$ cat config.mk
export PLATFORM = sky130hd
export DESIGN_NAME = li_expander
export DESIGN_NICKNAME = d
export VERILOG_FILES = /design/src/rtl/rv_enc_pkg.sv /design/src/rtl/imm_encoder.sv /design/src/rtl/li_expander.sv
export SDC_FILE = /design/constraint.sdc
export NUM_CORES = 1
export LEC_CHECK = 0
export BUFFER_PORTS_ARGS = -buffer_cell sky130_fd_sc_hd__buf_2
export CAP_MARGIN = 5
export CORE_ASPECT_RATIO = 0.6
export CORE_MARGIN = 4
export CORE_UTILIZATION = 29
export CTS_BUF_LIST = sky130_fd_sc_hd__clkbuf_16
export CTS_CLUSTER_DIAMETER = 120
export DETAILED_ROUTE_END_ITERATION = 10
export PLACE_DENSITY = 0.59
export SLEW_MARGIN = 20
export SYNTH_ARGS = -nofsm -noshare
export SYNTH_HDL_FRONTEND = slang
export SYNTH_HIERARCHICAL = 1
export SYNTH_SLANG_ARGS = --single-unit
$ cat constraint.sdc
create_clock -name clk -period 3.2 [get_ports clk]
set_clock_uncertainty 0.2 [all_clocks]
set_input_delay 0.16 -clock clk [delete_from_list [all_inputs] [get_ports clk]]
set_output_delay 0.16 -clock clk [all_outputs]
set_load 0.01 [all_outputs]
$ cat src/rtl/rv_enc_pkg.sv
// Shared RV32I encoding constants and the expander state type.
// Format select codes match the decode-side immediate extraction.
package rv_enc_pkg;

    localparam logic [6:0]  OP_LUI    = 7'b0110111;
    localparam logic [6:0]  OP_OPIMM  = 7'b0010011;
    localparam logic [2:0]  F3_ADDI   = 3'b000;
    localparam logic [31:0] NOP       = 32'h00000013;

    localparam logic [2:0]  FMT_ITYPE = 3'b000;
    localparam logic [2:0]  FMT_UTYPE = 3'b100;

    typedef enum logic [1:0] {
        IDLE   = 2'd0,
        ONE    = 2'd1,
        FIRST  = 2'd2,
        SECOND = 2'd3
    } state_t;

endpackage

$ cat src/rtl/imm_encoder.sv
// Packs an immediate plus register fields into an I-type or U-type word.
// I-type takes imm[11:0]; U-type takes imm[31:12], mirroring how decode rebuilds them.
module imm_encoder
    import rv_enc_pkg::*;
(
    input  logic [2:0]  fmt,
    input  logic [31:0] imm,
    input  logic [4:0]  rs1,
    input  logic [2:0]  funct3,
    input  logic [4:0]  rd,
    input  logic [6:0]  opcode,
    output logic [31:0] instr
);

    always_comb begin
        instr = '0;
        case (fmt)
            FMT_ITYPE: instr = {imm[11:0], rs1, funct3, rd, opcode};
            FMT_UTYPE: instr = {imm[31:12], rd, opcode};
            default:   instr = '0;
        endcase
    end

endmodule

$ cat src/rtl/li_expander.sv
// Expands a load-immediate request into one or two RV32I words (LUI and/or ADDI).
// The output word is registered; only rd and the low 12 bits survive into SECOND.
module li_expander
    import rv_enc_pkg::*;
#(
    parameter int CNT_W = 16
)
(
    input  logic             clk,
    input  logic             reset,
    input  logic             in_valid,
    output logic             in_ready,
    input  logic [4:0]       in_rd,
    input  logic [31:0]      in_value,
    output logic             out_valid,
    input  logic             out_ready,
    output logic [31:0]      out_instr,
    output logic             out_last,
    output logic [CNT_W-1:0] emit_count
);

    state_t           state;
    state_t           next_state;
    logic [4:0]       rd_q;
    logic [11:0]      lo_q;
    logic [31:0]      instr_q;
    logic [CNT_W-1:0] count_q;

    logic             accept;
    logic             handoff;
    logic             fits_12;
    logic             low_zero;
    logic [31:0]      rounded;

    logic [2:0]       enc_fmt;
    logic [31:0]      enc_imm;
    logic [4:0]       enc_rs1;
    logic [4:0]       enc_rd;
    logic [6:0]       enc_op;
    logic [31:0]      enc_word;
    logic [31:0]      next_word;

    assign out_valid  = (state != IDLE);
    assign out_last   = (state == ONE) || (state == SECOND);
    assign in_ready   = (state == IDLE) || (out_last && out_ready);
    assign out_instr  = instr_q;
    assign emit_count = count_q;

    assign accept   = in_valid && in_ready;
    assign handoff  = out_valid && out_ready;
    assign fits_12  = (in_value[31:11] == '0) || (in_value[31:11] == '1);
    assign low_zero = (in_value[11:0] == 12'h000);
    // Rounding up by 0x800 pre-compensates for the sign-extended ADDI that follows.
    assign rounded  = in_value + 32'h0000_0800;

    // FIRST and accept never coincide, so one encoder serves both the plan and the ADDI follow-up.
    always_comb begin
        enc_fmt    = FMT_ITYPE;
        enc_imm    = in_value;
        enc_rs1    = 5'd0;
        enc_rd     = in_rd;
        enc_op     = OP_OPIMM;
        next_state = ONE;
        if (state == FIRST) begin
            enc_imm    = {20'h00000, lo_q};
            enc_rs1    = rd_q;
            enc_rd     = rd_q;
            next_state = SECOND;
        end else if (in_rd == 5'd0) begin
            next_state = ONE;
        end else if (fits_12) begin
            next_state = ONE;
        end else if (low_zero) begin
            enc_fmt = FMT_UTYPE;
            enc_op  = OP_LUI;
        end else begin
            enc_fmt    = FMT_UTYPE;
            enc_imm    = rounded;
            enc_op     = OP_LUI;
            next_state = FIRST;
        end
        next_word = enc_word;
        if (state != FIRST && in_rd == 5'd0) begin
            next_word = NOP;
        end
    end

    imm_encoder u_imm_encoder (
        .fmt    (enc_fmt),
        .imm    (enc_imm),
        .rs1    (enc_rs1),
        .funct3 (F3_ADDI),
        .rd     (enc_rd),
        .opcode (enc_op),
        .instr  (enc_word)
    );

    always_ff @(posedge clk) begin
        if (reset) begin
            state   <= IDLE;
            instr_q <= '0;
            count_q <= '0;
            rd_q    <= '0;
            lo_q    <= '0;
        end else begin
            if (handoff) begin
                count_q <= count_q + CNT_W'(1);
            end
            if (accept || (handoff && state == FIRST)) begin
                state   <= next_state;
                instr_q <= next_word;
            end else if (handoff) begin
                state <= IDLE;
            end
            if (accept) begin
                rd_q <= in_rd;
                lo_q <= in_value[11:0];
            end
        end
    end

endmodule

# ---- Word level (Yosys, flattened, before mapping)
# Cells that the tools add are included.
dict set report totals {
  register_bits 67
  in_bits 41
  output_inout_bits 51
  wordCells 49
}
dict set report op_classes {
  add_sub_neg 2
  n_eq_ne 6
  mux 20
  reduce_logical 16
}
# op n
set op_table {}
lappend op_table {{2-to-1 mux 32 bit} 5}
lappend op_table {{case mux 32 bit (2 select lines)} 1}
lappend op_table {{adder 32 x 12 -> 32 bit (second input constant)} 1}
lappend op_table {{== test 21 bit (second input constant)} 1}
lappend op_table {{zero test 21 bit} 1}
lappend op_table {{2-to-1 mux 6 bit} 3}
lappend op_table {{adder 16 x 1 -> 16 bit (second input constant)} 1}
lappend op_table {{zero test 12 bit} 1}
lappend op_table {{2-to-1 mux 2 bit} 6}
lappend op_table {{2-to-1 mux 5 bit} 2}
lappend op_table {{2-to-1 mux 3 bit} 3}
lappend op_table {{logical AND 1 bit} 5}
lappend op_table {{zero test 5 bit} 1}
lappend op_table {{== test 2 bit (second input constant)} 2}
lappend op_table {{logical OR 1 bit} 4}
lappend op_table {{nonzero test 2 bit} 2}
lappend op_table {{== test 3 bit (second input constant)} 1}
lappend op_table {{zero test 3 bit} 1}
lappend op_table {{== test 2 x 1 -> 1 bit (second input constant)} 1}
lappend op_table {{zero test 2 bit} 1}
lappend op_table {{inequality test 2 bit (second input constant)} 1}

# ---- Depth between registers and ports, before layout
dict set report logic_depth {
  depth_word 8
  depth_mapped 12
}

# ---- Hierarchy
# Netlist, hierarchy kept.
# module n_inst cells_per_inst area_per_inst_um2 seq_area_each_um2
set by_module_without_submodules {}
lappend by_module_without_submodules {li_expander 1 450 3472.1 1341.3}
lappend by_module_without_submodules {imm_encoder 1 59 405.4 0.0}

# ---- Worst setup path before layout
# OpenSTA, ideal clock, no wires.
dict set report synth_timing {
  path_type {input-to-reg}
  startpoint {input port in_value[25]}
  endpoint {register instr_q[23] (netlist: out_instr[23])}
  t_arrival_ps 2144
  required_ps 2872
  setup_slack_ps 729
  cell_stages 12
  cell_sequence {buf_6 and4_4 and4_4 a31o_4 buf_6 buf_4 nor3_1 buf_4 mux2i_1 nor2_1 a22oi_1 nor2_1}
}
dict set report synth_between {
  elab_chain_len 8
}
# element line_no
set synth_rtl {}
lappend synth_rtl {{start: declaration} li_expander.sv:14} ;# input logic [31:0] in_value,
lappend synth_rtl {{== test 21 bit / zero test 21 bit (equally long branches)} li_expander.sv:51} ;# assign fits_12 = (in_value[31:11] == '0) || (in_value[31:11] == '1);
lappend synth_rtl {{logical OR 1 bit *} li_expander.sv:51}
lappend synth_rtl {{2-to-1 mux 3 bit *} li_expander.sv:71} ;# end else if (fits_12) begin
lappend synth_rtl {{2-to-1 mux 3 bit *} li_expander.sv:69} ;# end else if (in_rd == 5'd0) begin
lappend synth_rtl {{2-to-1 mux 3 bit *} li_expander.sv:64} ;# if (state == FIRST) begin
lappend synth_rtl {{net enc_fmt[2]} li_expander.sv:35} ;# logic [2:0] enc_fmt;
lappend synth_rtl {{== test 3 bit / zero test 3 bit (equally long branches)} imm_encoder.sv:17} ;# case (fmt)
lappend synth_rtl {{case mux 32 bit (2 select lines) *} imm_encoder.sv:17}
lappend synth_rtl {{net enc_word[23]} li_expander.sv:40} ;# logic [31:0] enc_word;
lappend synth_rtl {{2-to-1 mux 32 bit *} li_expander.sv:83} ;# if (state != FIRST && in_rd == 5'd0) begin
lappend synth_rtl {{end signal: assignment} li_expander.sv:111} ;# instr_q <= next_word;
lappend synth_rtl {{end: declaration} li_expander.sv:26} ;# logic [31:0] instr_q;
# Mark *: on every way through the listed nets, which the timed path passes. The rest lies on a longest branch.
# A chain may end at the register's enable or synchronous reset.

# ---- Worst setup path after layout
dict set report layout_timing {
  startpoint {input port in_value[11]}
  endpoint {register instr_q[20] (netlist: out_instr[20])}
}
# The elaborated chain is that of the path after synthesis.

==> results.md <==
* 1367 — filler cell count in the final layout
* 0 — Finish-stage setup viols
* primary input — Critical Path Start Type
* 3 — deepest level of the CTS H-tree
* 9 — number of buffers created by CTS
* 0 — post-detailed-route DRC marker count
* 199 — 1st-iter DRT viols
* 0.333 ns — Final WS setup
* 12500 um — total wire length after detailed routing
* 20000 um — global-route wire length before repair
* 2.87 ns — min cycle time layout
* 1340 um^2 — register cell area after layout
* 0 — Remaining Overflow, GRT
* 788 — Final Non-Filler Cells
* sky130_fd_sc_hd__dfxtp_1, sky130_fd_sc_hd__nand2_1, sky130_fd_sc_hd__nor2_1 — top cells by area, synth
* done — clock tree from TritonCTS
* 0.32 ns — clock latency reported for the late side of the worst-skew pair
* 0% — share of synthesized flip-flops with an asynchronous set or reset
* 7.62 um^2 — average size of a mapped cell
* 0.0669 ns — final-layout worst hold slack
* 17 — post-cts hold buffer count
* 91 — number of buffer cells added on primary ports
* 0.06 ns — clock-pin slew reported for the worst setup and hold paths after clock tree synthesis
* 22 — maximum fanout encountered on the critical timing path
* 0.850 — last weighted congestion value of the routability-driven placer
* 15300 um^2 — die area
* 0 — count of inserted antenna diode cells
* 657 — number of nets in the final layout
* 32 — count of standard-cell rows
* 34.6% — portion of synthesized cell area occupied by the leading cell type
* 0.349 GHz — maximum clock frequency
* 0 ns — total negative slack
* 0.670 ns — slew at the pin closest to its max-slew limit
* 6 — Yosys warning count
* 0.246 mV — maximum ir drop on the vdd rail
* 54.9% — headroom to the max-slew limit
* 0 — antenna-violating nets left
* register — crit path capture type
* 89.6% — Final period util
* 5 — number of iterations in the first detailed-routing pass
* 5.10 — DR vias/cell
* 0.577 ns — pre-CTS WS
* 67 — post-synthesis register bit count
* 4480 um^2 — placed instance area
* 2.36 mW — total power consumption of the routed design
* 52 — Unique masters post-synth
* 38.3% — Post-Route Utilization
* 67 — TritonCTS sink count
* 509 — gate count after technology mapping
* 0 — count of buffers added by post-CTS timing repair for setup
* 0 — maxcap violations
* 2380 um^2 — multi-input combinational cell area
* 4020 — routed via count
* sky130_fd_sc_hd__dfxtp_1 — dominant cell type by area after synthesis
* 2.25 nW — leakage power figure
* 97.6 um — height of the die
* 0 — number of instances resized during post-cts repair
* in2reg — kind of critical path
* sky130_fd_sc_hd__clkbuf_16 — cell at the root of the clock tree
* 755 — Placed Cells incl. Taps
* 15.9 um — wire length per cell
* 0 — count of final max-slew check failures
* sky130_fd_sc_hd__dfxtp_1 — most common flop cell mapped by yosys
* in2reg — Min-Delay Path Class
* 92 — number of top-level pins
* 3763 — via count of the first global-routing pass
* 3.19 ns — required arrival time at the worst endpoint
* 0 — Hold Fails Final Rpt
* 29.9% — starting density of the core
* 157 um — die outline width
* 13000 um^2 — area of the core region
* 0 — count of flip-flops with a built-in enable after synthesis
* 3880 um^2 — total standard cell area after synthesis
* 0 — number of antenna violations at the first check in global routing
* 16.1% — total global routing track utilization
* 4960 um^2 — post-route cell area
* 475 nW/um^2 — power per cell area
* 9190 um — post-DP HPWL
* finished clean — run status
* 2 — clk buf depth
* false — unrepaired setup endpoints after global routing
* 28.0% — P&R area growth vs syn
* 21.2% — ratio of cells with drive above 1 in the final layout
* 34.6% — sequential-to-total area share from yosys stat
* 2.86 ns — arrival time of the worst setup path
* 36 — largest net degree at the start of global routing
==> flip-flops by register name (all words and copies together) (netlist names) <==
signal / flops
state: 2
emit_count: 16
lo_q: 12
rd_q: 5
out_instr: 32
==> kinds of logic (layout without fill, tap and decap cells) <==
group	Yosys count	count (layout)	share of synthesized area (%)
xor+xnor	15	15	3.39
flops	67	67	34.6
buf+inv	42	141	5.29
compound gates	97	97	16.9
simple gates	258	258	32.2
other cells	2	12	0.194
mux	25	25	6.45
fa+ha+maj	3	3	0.968
==> area by class of cell <==
class                           count  share of cell area, %
Timing Repair Buffer              116                   13.8
Tap cell                          170                   4.29
Clock inverter                      7                   1.69
Sequential cell                    67                   27.0
Inverter                            9                  0.681
Multi-Input combinational cell    410                   48.0
Clock buffer                        9                   4.54
==> report_power, final <==
part / total, mW / internal [mW] / switching, mW
Combinational: 0.427 / 0.164 / 0.262
Clock: 1.04 / 0.673 / 0.365
Sequential: 0.893 / 0.870 / 0.0228
Total: 2.36 / 1.71 / 0.650
==> routing by layer <==
layer  routed length (um)  global-route usage (%)  vias to the layer above  share of wire [%]
met1                 6160                    24.2                     1883                 49
met4                   39                    3.24                        0               0.31
met2                 5260                    23.0                      151                 42
li1                     -                       -                     1982                  -
met5                    0                       0                        -                  0
met3                 1050                    4.45                        4                8.4
==> synthesized netlist by cell type, drive strengths merged, types with 2 or more instances <==
cell	number
a22oi	30
dfxtp	67
and4	7
ha	3
o31ai	4
xor2	7
or4	7
a31oi	4
o21ai	10
a21o	5
nor3	4
a221oi	3
a21bo	2
and3	6
or2	4
clkbuf	19
nand4	11
nand2b	6
nor4	8
or3	6
conb	2
xnor2	8
nor2	74
nand2	87
buf	14
and2	19
o2111ai	2
inv	9
nor4b	2
nand3	14
mux2i	25
a21oi	30
o211ai	2
==> final timing paths <==
check | end | slack, ns | startpoint | cells past startpoint
worst max-delay path | out_instr[20] | 0.33 | in_value[11] | 13
worst max register to register | out_instr[8] | 0.75 | state[0] | 6
worst min register to register | rd_q[2] | 0.25 | rd_q[2] | 2
worst min-delay path | state[0] | 0.07 | out_ready | 3
==> worst max-delay path, stage by stage <==
cell	delay [ns]
sky130_fd_sc_hd__dlygate4sd3_1	0.53
sky130_fd_sc_hd__buf_2	0.18
sky130_fd_sc_hd__inv_1	0.09
sky130_fd_sc_hd__ha_1	0.15
sky130_fd_sc_hd__nor4b_1	0.30
sky130_fd_sc_hd__nand3_1	0.19
sky130_fd_sc_hd__nor2_1	0.42
sky130_fd_sc_hd__nor3_2	0.07
sky130_fd_sc_hd__buf_4	0.26
sky130_fd_sc_hd__mux2i_1	0.19
sky130_fd_sc_hd__nor2_1	0.07
sky130_fd_sc_hd__a22oi_1	0.16
sky130_fd_sc_hd__nor2_1	0.06
==> layout by cell type, fill, tap and decap left out, types with 9 or more instances in the layout <==
cell type / Yosys / final
sky130_fd_sc_hd__buf_2: 4 / 91
sky130_fd_sc_hd__nand2_1: 87 / 87
sky130_fd_sc_hd__nor2_1: 73 / 73
sky130_fd_sc_hd__dfxtp_1: 67 / 67
sky130_fd_sc_hd__a21oi_1: 30 / 29
sky130_fd_sc_hd__a22oi_1: 29 / 29
sky130_fd_sc_hd__mux2i_1: 25 / 25
sky130_fd_sc_hd__and2_1: 19 / 19
sky130_fd_sc_hd__dlygate4sd3_1: 0 / 17
sky130_fd_sc_hd__nand3_1: 14 / 14
sky130_fd_sc_hd__conb_1: 2 / 12
sky130_fd_sc_hd__nand4_1: 11 / 11
sky130_fd_sc_hd__inv_1: 9 / 10
sky130_fd_sc_hd__o21ai_0: 10 / 10
sky130_fd_sc_hd__clkbuf_16: 0 / 9
No activity file was read; power rests on OpenSTA's default activity.
